<file path="config.mk">
export PLATFORM = sky130hd
export DESIGN_NAME = load_channel_arbiter
export DESIGN_NICKNAME = d
export VERILOG_FILES = /design/src/rtl/load_arbiter_pkg.sv /design/src/rtl/round_robin_arbiter.sv /design/src/rtl/load_channel_arbiter.sv
export SDC_FILE = /design/constraint.sdc
export NUM_CORES = 1
export LEC_CHECK = 0
export CAP_MARGIN = 20
export CORE_MARGIN = 3
export CORE_UTILIZATION = 37
export CTS_BUF_LIST = sky130_fd_sc_hd__clkbuf_16
export DETAILED_ROUTE_END_ITERATION = 10
export PLACE_DENSITY = 0.8
export SYNTH_ARGS = -nofsm -noshare
export SYNTH_HDL_FRONTEND = slang
export SYNTH_SLANG_ARGS = --single-unit
</file>
<file path="constraint.sdc">
create_clock -name clk_i -period 2.1 [get_ports clk_i]
set_clock_uncertainty 0.2 [all_clocks]
set_input_delay 0.21 -clock clk_i [delete_from_list [all_inputs] [get_ports clk_i]]
set_output_delay 0.21 -clock clk_i [all_outputs]
set_load 0.02 [all_outputs]
</file>
<file path="src/rtl/load_arbiter_pkg.sv">
// Shared definitions for the two-port block-refill load channel.
package load_arbiter_pkg;

  localparam int unsigned NUM_PORTS   = 2;
  localparam int unsigned ICACHE_PORT = 0;
  localparam int unsigned DCACHE_PORT = 1;

  typedef enum logic [1:0] {
    ST_IDLE  = 2'd0,
    ST_ISSUE = 2'd1,
    ST_WAIT  = 2'd2
  } state_e;

endpackage

</file>
<file path="src/rtl/round_robin_arbiter.sv">
// Two-port round-robin picker: a lone requester wins, a tie goes to the
// port that was not granted last.
module round_robin_arbiter
  import load_arbiter_pkg::*;
(
  input  logic [NUM_PORTS-1:0] request_i,
  input  logic                 last_i,
  output logic [NUM_PORTS-1:0] grant_o
);

  // One-hot grant from the request vector and last-granted port
  always_comb begin
    grant_o = '0;
    if (request_i[ICACHE_PORT] && request_i[DCACHE_PORT]) begin
      grant_o = last_i ? 2'b01 : 2'b10;
    end else begin
      grant_o = request_i;
    end
  end

endmodule

</file>
<file path="src/rtl/load_channel_arbiter.sv">
// Shares one word-wide memory read channel between the instruction and data
// caches, fetching a whole block critical-word-first, one read at a time.
module load_channel_arbiter
  import load_arbiter_pkg::*;
#(
  parameter int unsigned BLOCK_WORDS = 8,
  parameter int unsigned OFFSET      = $clog2(BLOCK_WORDS)
) (
  input  logic                        clk_i,
  input  logic                        rst_i,
  input  logic [NUM_PORTS-1:0]        request_i,
  input  logic [NUM_PORTS-1:0][31:0]  address_i,
  output logic [NUM_PORTS-1:0]        grant_o,
  output logic [NUM_PORTS-1:0]        valid_o,
  output logic [31:0]                 data_o,
  output logic [OFFSET-1:0]           index_o,
  output logic [NUM_PORTS-1:0]        done_o,
  output logic                        busy_o,
  output logic                        load_request_o,
  output logic [31:0]                 load_address_o,
  input  logic [31:0]                 load_data_i,
  input  logic                        load_valid_i
);

  state_e                state_q, state_d;
  logic                  winner_q, winner_d;
  logic                  last_q, last_d;
  logic [OFFSET-1:0]     s_q, s_d;
  logic [OFFSET-1:0]     c_q, c_d;
  logic [29-OFFSET:0]    base_q, base_d;
  logic [NUM_PORTS-1:0]  grant_q, grant_d;
  logic                  load_req_q, load_req_d;
  logic [31:0]           load_addr_q, load_addr_d;

  logic [NUM_PORTS-1:0]  arb_grant;
  logic [31:0]           sel_addr;
  logic [OFFSET-1:0]     word_idx;
  logic [OFFSET-1:0]     word_next;
  logic                  beat;
  logic                  last_beat;
  logic                  addr_lsb_unused;

  round_robin_arbiter u_arb (
    .request_i (request_i),
    .last_i    (last_q),
    .grant_o   (arb_grant)
  );

  assign sel_addr        = address_i[arb_grant[DCACHE_PORT]];
  assign addr_lsb_unused = ^sel_addr[1:0];
  // Word position wraps naturally inside the block through OFFSET-bit arithmetic
  assign word_idx        = s_q + c_q;
  assign word_next       = word_idx + 1'b1;
  assign beat            = (state_q == ST_WAIT) && load_valid_i;
  assign last_beat       = beat && (c_q == OFFSET'(BLOCK_WORDS - 1));

  // Next-state, burst bookkeeping and registered memory request
  always_comb begin
    state_d     = state_q;
    winner_d    = winner_q;
    last_d      = last_q;
    s_d         = s_q;
    c_d         = c_q;
    base_d      = base_q;
    grant_d     = '0;
    load_req_d  = 1'b0;
    load_addr_d = load_addr_q;
    case (state_q)
      ST_IDLE: begin
        if (|request_i) begin
          state_d     = ST_ISSUE;
          winner_d    = arb_grant[DCACHE_PORT];
          base_d      = sel_addr[31:OFFSET+2];
          s_d         = sel_addr[OFFSET+1:2];
          c_d         = '0;
          grant_d     = arb_grant;
          load_req_d  = 1'b1;
          load_addr_d = {sel_addr[31:2], 2'b00};
        end
      end
      ST_ISSUE: begin
        state_d = ST_WAIT;
      end
      ST_WAIT: begin
        if (load_valid_i) begin
          if (last_beat) begin
            state_d = ST_IDLE;
            last_d  = winner_q;
            c_d     = '0;
          end else begin
            state_d     = ST_ISSUE;
            c_d         = c_q + 1'b1;
            load_req_d  = 1'b1;
            load_addr_d = {base_q, word_next, 2'b00};
          end
        end
      end
      default: state_d = ST_IDLE;
    endcase
  end

  // State and registered outputs; reset discards any burst in flight
  always_ff @(posedge clk_i) begin
    if (rst_i) begin
      state_q     <= ST_IDLE;
      winner_q    <= 1'b0;
      last_q      <= 1'(DCACHE_PORT);
      s_q         <= '0;
      c_q         <= '0;
      base_q      <= '0;
      grant_q     <= '0;
      load_req_q  <= 1'b0;
      load_addr_q <= '0;
    end else begin
      state_q     <= state_d;
      winner_q    <= winner_d;
      last_q      <= last_d;
      s_q         <= s_d;
      c_q         <= c_d;
      base_q      <= base_d;
      grant_q     <= grant_d;
      load_req_q  <= load_req_d;
      load_addr_q <= load_addr_d;
    end
  end

  // Returned-word path passes memory data straight through to the winner
  always_comb begin
    valid_o = '0;
    done_o  = '0;
    data_o  = '0;
    index_o = '0;
    if (beat) begin
      valid_o[winner_q] = 1'b1;
      data_o            = load_data_i;
      index_o           = word_idx;
      if (last_beat) begin
        done_o[winner_q] = 1'b1;
      end
    end
  end

  assign grant_o        = grant_q;
  assign busy_o         = (state_q != ST_IDLE);
  assign load_request_o = load_req_q;
  assign load_address_o = load_addr_q;

endmodule

</file>
==> summary.md, run 1 <==
| Metric | Value |
|---|---|
| Critical-path maximum fanout | 2 |
| R2R cell count | 8 |
| Hold Buf Count CTS | 0 |
| Ratio of cells with drive above 1 in the final layout | between 20 and 25% |
| Psw | approximately 1.2 mW |
| # IOs | roughly 180 |
| Gate power share | 28.4% |
| Sequential share of the synthesized area | 39.9% |
| Root Buffer | clkbuf_16 |
| Fmax achieved | between 400 and 500 MHz |
| Final Power | 4.41 mW |
| P_leak | around 2.7 nW |
| Worst Setup End Kind | output port |
| Post-Route WL | 10.7 mm |
| Slack of the worst reg-to-reg path | about 30 ps |
| N_diodes | 0 |
| Core region area | ~0.009 mm² |
| Final setup vio count | 1 |
| Vias in the first global route | 3542 |
| Worst setup SP type | flip-flop |
| Async set or reset register ratio after synthesis | 0% |
| Peak VDD IR | between 0.3 and 0.4 mV |
| P&R area growth vs syn | 72.8% |
| Initial antenna violation count | 0 |
| Die Width | 103 µm |
| Critical Path RT | between 1500 and 2000 ps |
| Final GP Congestion | 0.734 |
| Syn Std Cell Area | 0.00351 mm² |
| Min-delay src | rst_i |
| Yosys warns | 0 |
| Global Route Usage Sum | 19.5% |
| Worst-skew pair later-pin latency | 320 ps |
| Synthesized instance count | 378 |
| Max-cap violations | 0 |
| GRT overflow | 0 |
| Tcrit/Tclk final | 104% |
| Final hold violation count | 0 |
| Register area | 0.00141 mm² |
| Finished Core Util | between 60% and 70% |
| Final worst slack | -86.1 ps |
| 1st-iter DRT viols | 72 |
| Post-DR wirelength/cell | 15.0 µm |
| DR vias | 3513 |
| Clock tree buffer depth | 2 |
| Synth Area in Compound Gates | about a quarter |
| Remaining DRCs | 0 |
| Kind of critical path | flip-flop to output port |
| Post-synth EDFFs | 0 |
| Number of routed nets with antenna violations | 0 |
| Die height | approximately 100 µm |
| Fin crit period | 2190 ps |
| CTS Sinks | 70 |
| CTS tree | yes |
| Status | finished, violations left |
| Synth Area in XOR/XNOR | 1.17% |
| Slew Viols, Final | 0 |
| Reg2Reg Launch Point | c_q[0] |
| Flop pwr share | between 30% and 40% |
| Switch share | 27.8% |
| First-pass GRT wire length | roughly 16 mm |
| Top_reg_cell synth | dfxtp_1 |
| Failing checks | setup timing |
| IO Port Bufs | 169 |
| Unrepaired setup endpoints after global routing | true |
| Clock slew seen by the registers of the worst setup and hold paths | 60 ps |
| # H-tree levels | 3 |
| Power per Cell Area | 726 mW/mm² |
| Syn Area/Cell | between 9 and 10 µm² |
| Initial DRT Pass Iterations | 4 |
| Critical path origin | s_q[0] |
| Area share of fa/ha/maj cells after synthesis | 1.99% |
| Hold Path End | c_q[2] |
| Post-synthesis simple-gate area fraction | approximately 18% |
| Die Area | 0.0107 mm² |
| Multi-input logic area | about 0.0020 mm² |
| Arrival @ worst endpoint | 1780 ps |
| Main combinational cell family by area after synthesis | compound AO/OA/AOI/OAI gates |
| Initial Util | 39.2% |
| Yosys cell types | 38 |
| Nets | about 700 |
| Vias per cell | 4.94 |
| Post-synthesis mux area share | 8.90% |
| Worst reg2reg endpoint | load_address_o[19] |
| Dpl hpwl | between 7 and 8 mm |
| Largest net degree at the start of global routing | 35 |
| Clock power frac | 36.0% |
| Power Internal | 3.19 mW |
| Worst Hold Class | primary input to flip-flop |
| Setup TNS | -86.1 ps |
| Worst hold stages | 2 |
| Cts bufs inserted | 9 |
| Fillers | between 700 and 800 |
| Synth Register Bits | 70 |
| Row cnt | 34 |
flip-flops by register name, indices dropped and copies added (netlist names):
register	flops
load_request_o	1
grant_o	2
winner_q	1
base_q	27
c_q	3
s_q	3
state_q	2
load_address_o	30
last_q	1
area by class of cell:
type	instances	share of cell area (%)
clock buffers	9	3.71
clock inverters	7	1.46
inverters	6	0.371
multi-input cells	265	32.5
flip-flops and latches	70	23.1
well taps	126	2.60
repair buffers	228	36.3
routing by layer:
| layer | part of all wire [%] | vias up | track usage (%) |
|---|---|---|---|
| li1 | - | 1743 | - |
| met1 | 40 | 1640 | 22.4 |
| met2 | 52 | 122 | 35.3 |
| met3 | 7.2 | 8 | 5.30 |
| met4 | 0.83 | 0 | 5.78 |
| met5 | 0 | - | 0 |
cells in the final DEF (no fill, tap or decap), types with 10 or more instances in the layout:
cell type        Yosys  routed
nor2_1              70      70
buf_4               11      48
dfxtp_1             70      67
a22o_1              28      28
mux2i_1             29      29
clkdlybuf4s50_1      0     128
a211oi_2            30      29
a21oi_1             32      32
and3_1              33      33
clkbuf_16            0      10
clkdlybuf4s15_1      0      12
dlygate4sd2_1        0      24
power groups by stage:
stage	sequential, mW	clock [mW]	combinational [mW]
6_report	1.57	1.59	1.25
5_1_grt	1.59	1.68	1.35
4_1_cts	1.56	1.61	1.23
3_5_place_dp	1.59	0	1.23
3_3_place_gp	1.59	0	1.20
2_1_floorplan	1.67	0	0.558
what timing repair did:
action	in CTS	in global routing
resized for setup	61	27
pin swaps	4	10
gates cloned	0	1
endpoints found under the setup margin	71	68
setup buffers	1	2
cells by family after synthesis:
group                    Yosys count
XOR/XNOR                           3
AO/OA/AOI/OAI                     97
AND/OR/NAND/NOR                  127
other                              1
buffers and inverters             44
multiplexers                      31
adder cells (fa/ha/maj)            5
flip-flops                        70
cell usage after synthesis, types with 2 or more instances:
library cell / n / area, µm²
mux2_2: 2 / 22.5
o21ai_0: 2 / 10.0
buf_2: 9 / 45.0
nand2b_1: 3 / 18.8
clkbuf_1: 16 / 60.1
buf_4: 11 / 82.6
mux2i_1: 29 / 290
a22o_1: 28 / 245
nor2_1: 70 / 263
and3_1: 33 / 206
buf_6: 2 / 22.5
inv_1: 6 / 22.5
nor2b_1: 3 / 18.8
dfxtp_1: 70 / 1400
nand2_1: 7 / 26.3
xnor2_1: 2 / 17.5
a211oi_2: 30 / 375
ha_1: 4 / 50.1
a21oi_1: 32 / 160
metrics by stage:
stage / instances / hold slack (ps) / setup slack [ps] / cell area, µm²
after global placement: 691 / 248 / -255 / 5660
after global routing: 711 / 113 / -167 / 6070
after floorplan: 379 / 181 / 10.4 / 3520
after CTS: 708 / 84.8 / -129 / 5950
after detailed placement: 691 / 257 / -236 / 5660
final: 711 / 87.7 / -86.1 / 6070
worst max path at each step:
stage / end / slack [ps]
2_1_floorplan: load_address_o[4] / 10
5_1_grt: index_o[2] / -170
6_report: index_o[2] / -90
3_5_place_dp: index_o[2] / -240
3_3_place_gp: index_o[2] / -250
4_1_cts: index_o[2] / -130
worst max-delay path, stage by stage, from the launching register on:
cell	delay [ps]
dfxtp_2	360
ha_4	130
inv_2	40
fa_2	360
xnor2_2	200
xnor2_1	150
nor2_1	70
buf_4	160
No activity file was read; power rests on OpenSTA's default activity.
==> inputs of run 2 (changes only) <==
--- a/config.mk
+++ b/config.mk
@@ -5,7 +5,6 @@
 export SDC_FILE = /design/constraint.sdc
 export NUM_CORES = 1
 export LEC_CHECK = 0
-export CAP_MARGIN = 20
 export CORE_MARGIN = 3
 export CORE_UTILIZATION = 37
 export CTS_BUF_LIST = sky130_fd_sc_hd__clkbuf_16
==> results of run 2 <==
No change in the layout: final DEF, timing and power equal those of run 1.
==> inputs of run 3 (changes only) <==
--- a/config.mk
+++ b/config.mk
@@ -10,6 +10,7 @@
 export CTS_BUF_LIST = sky130_fd_sc_hd__clkbuf_16
 export DETAILED_ROUTE_END_ITERATION = 10
 export PLACE_DENSITY = 0.8
+export SLEW_MARGIN = 20
 export SYNTH_ARGS = -nofsm -noshare
 export SYNTH_HDL_FRONTEND = slang
 export SYNTH_SLANG_ARGS = --single-unit
==> results of run 3 <==
No change in the layout: final DEF, timing and power equal those of run 1.
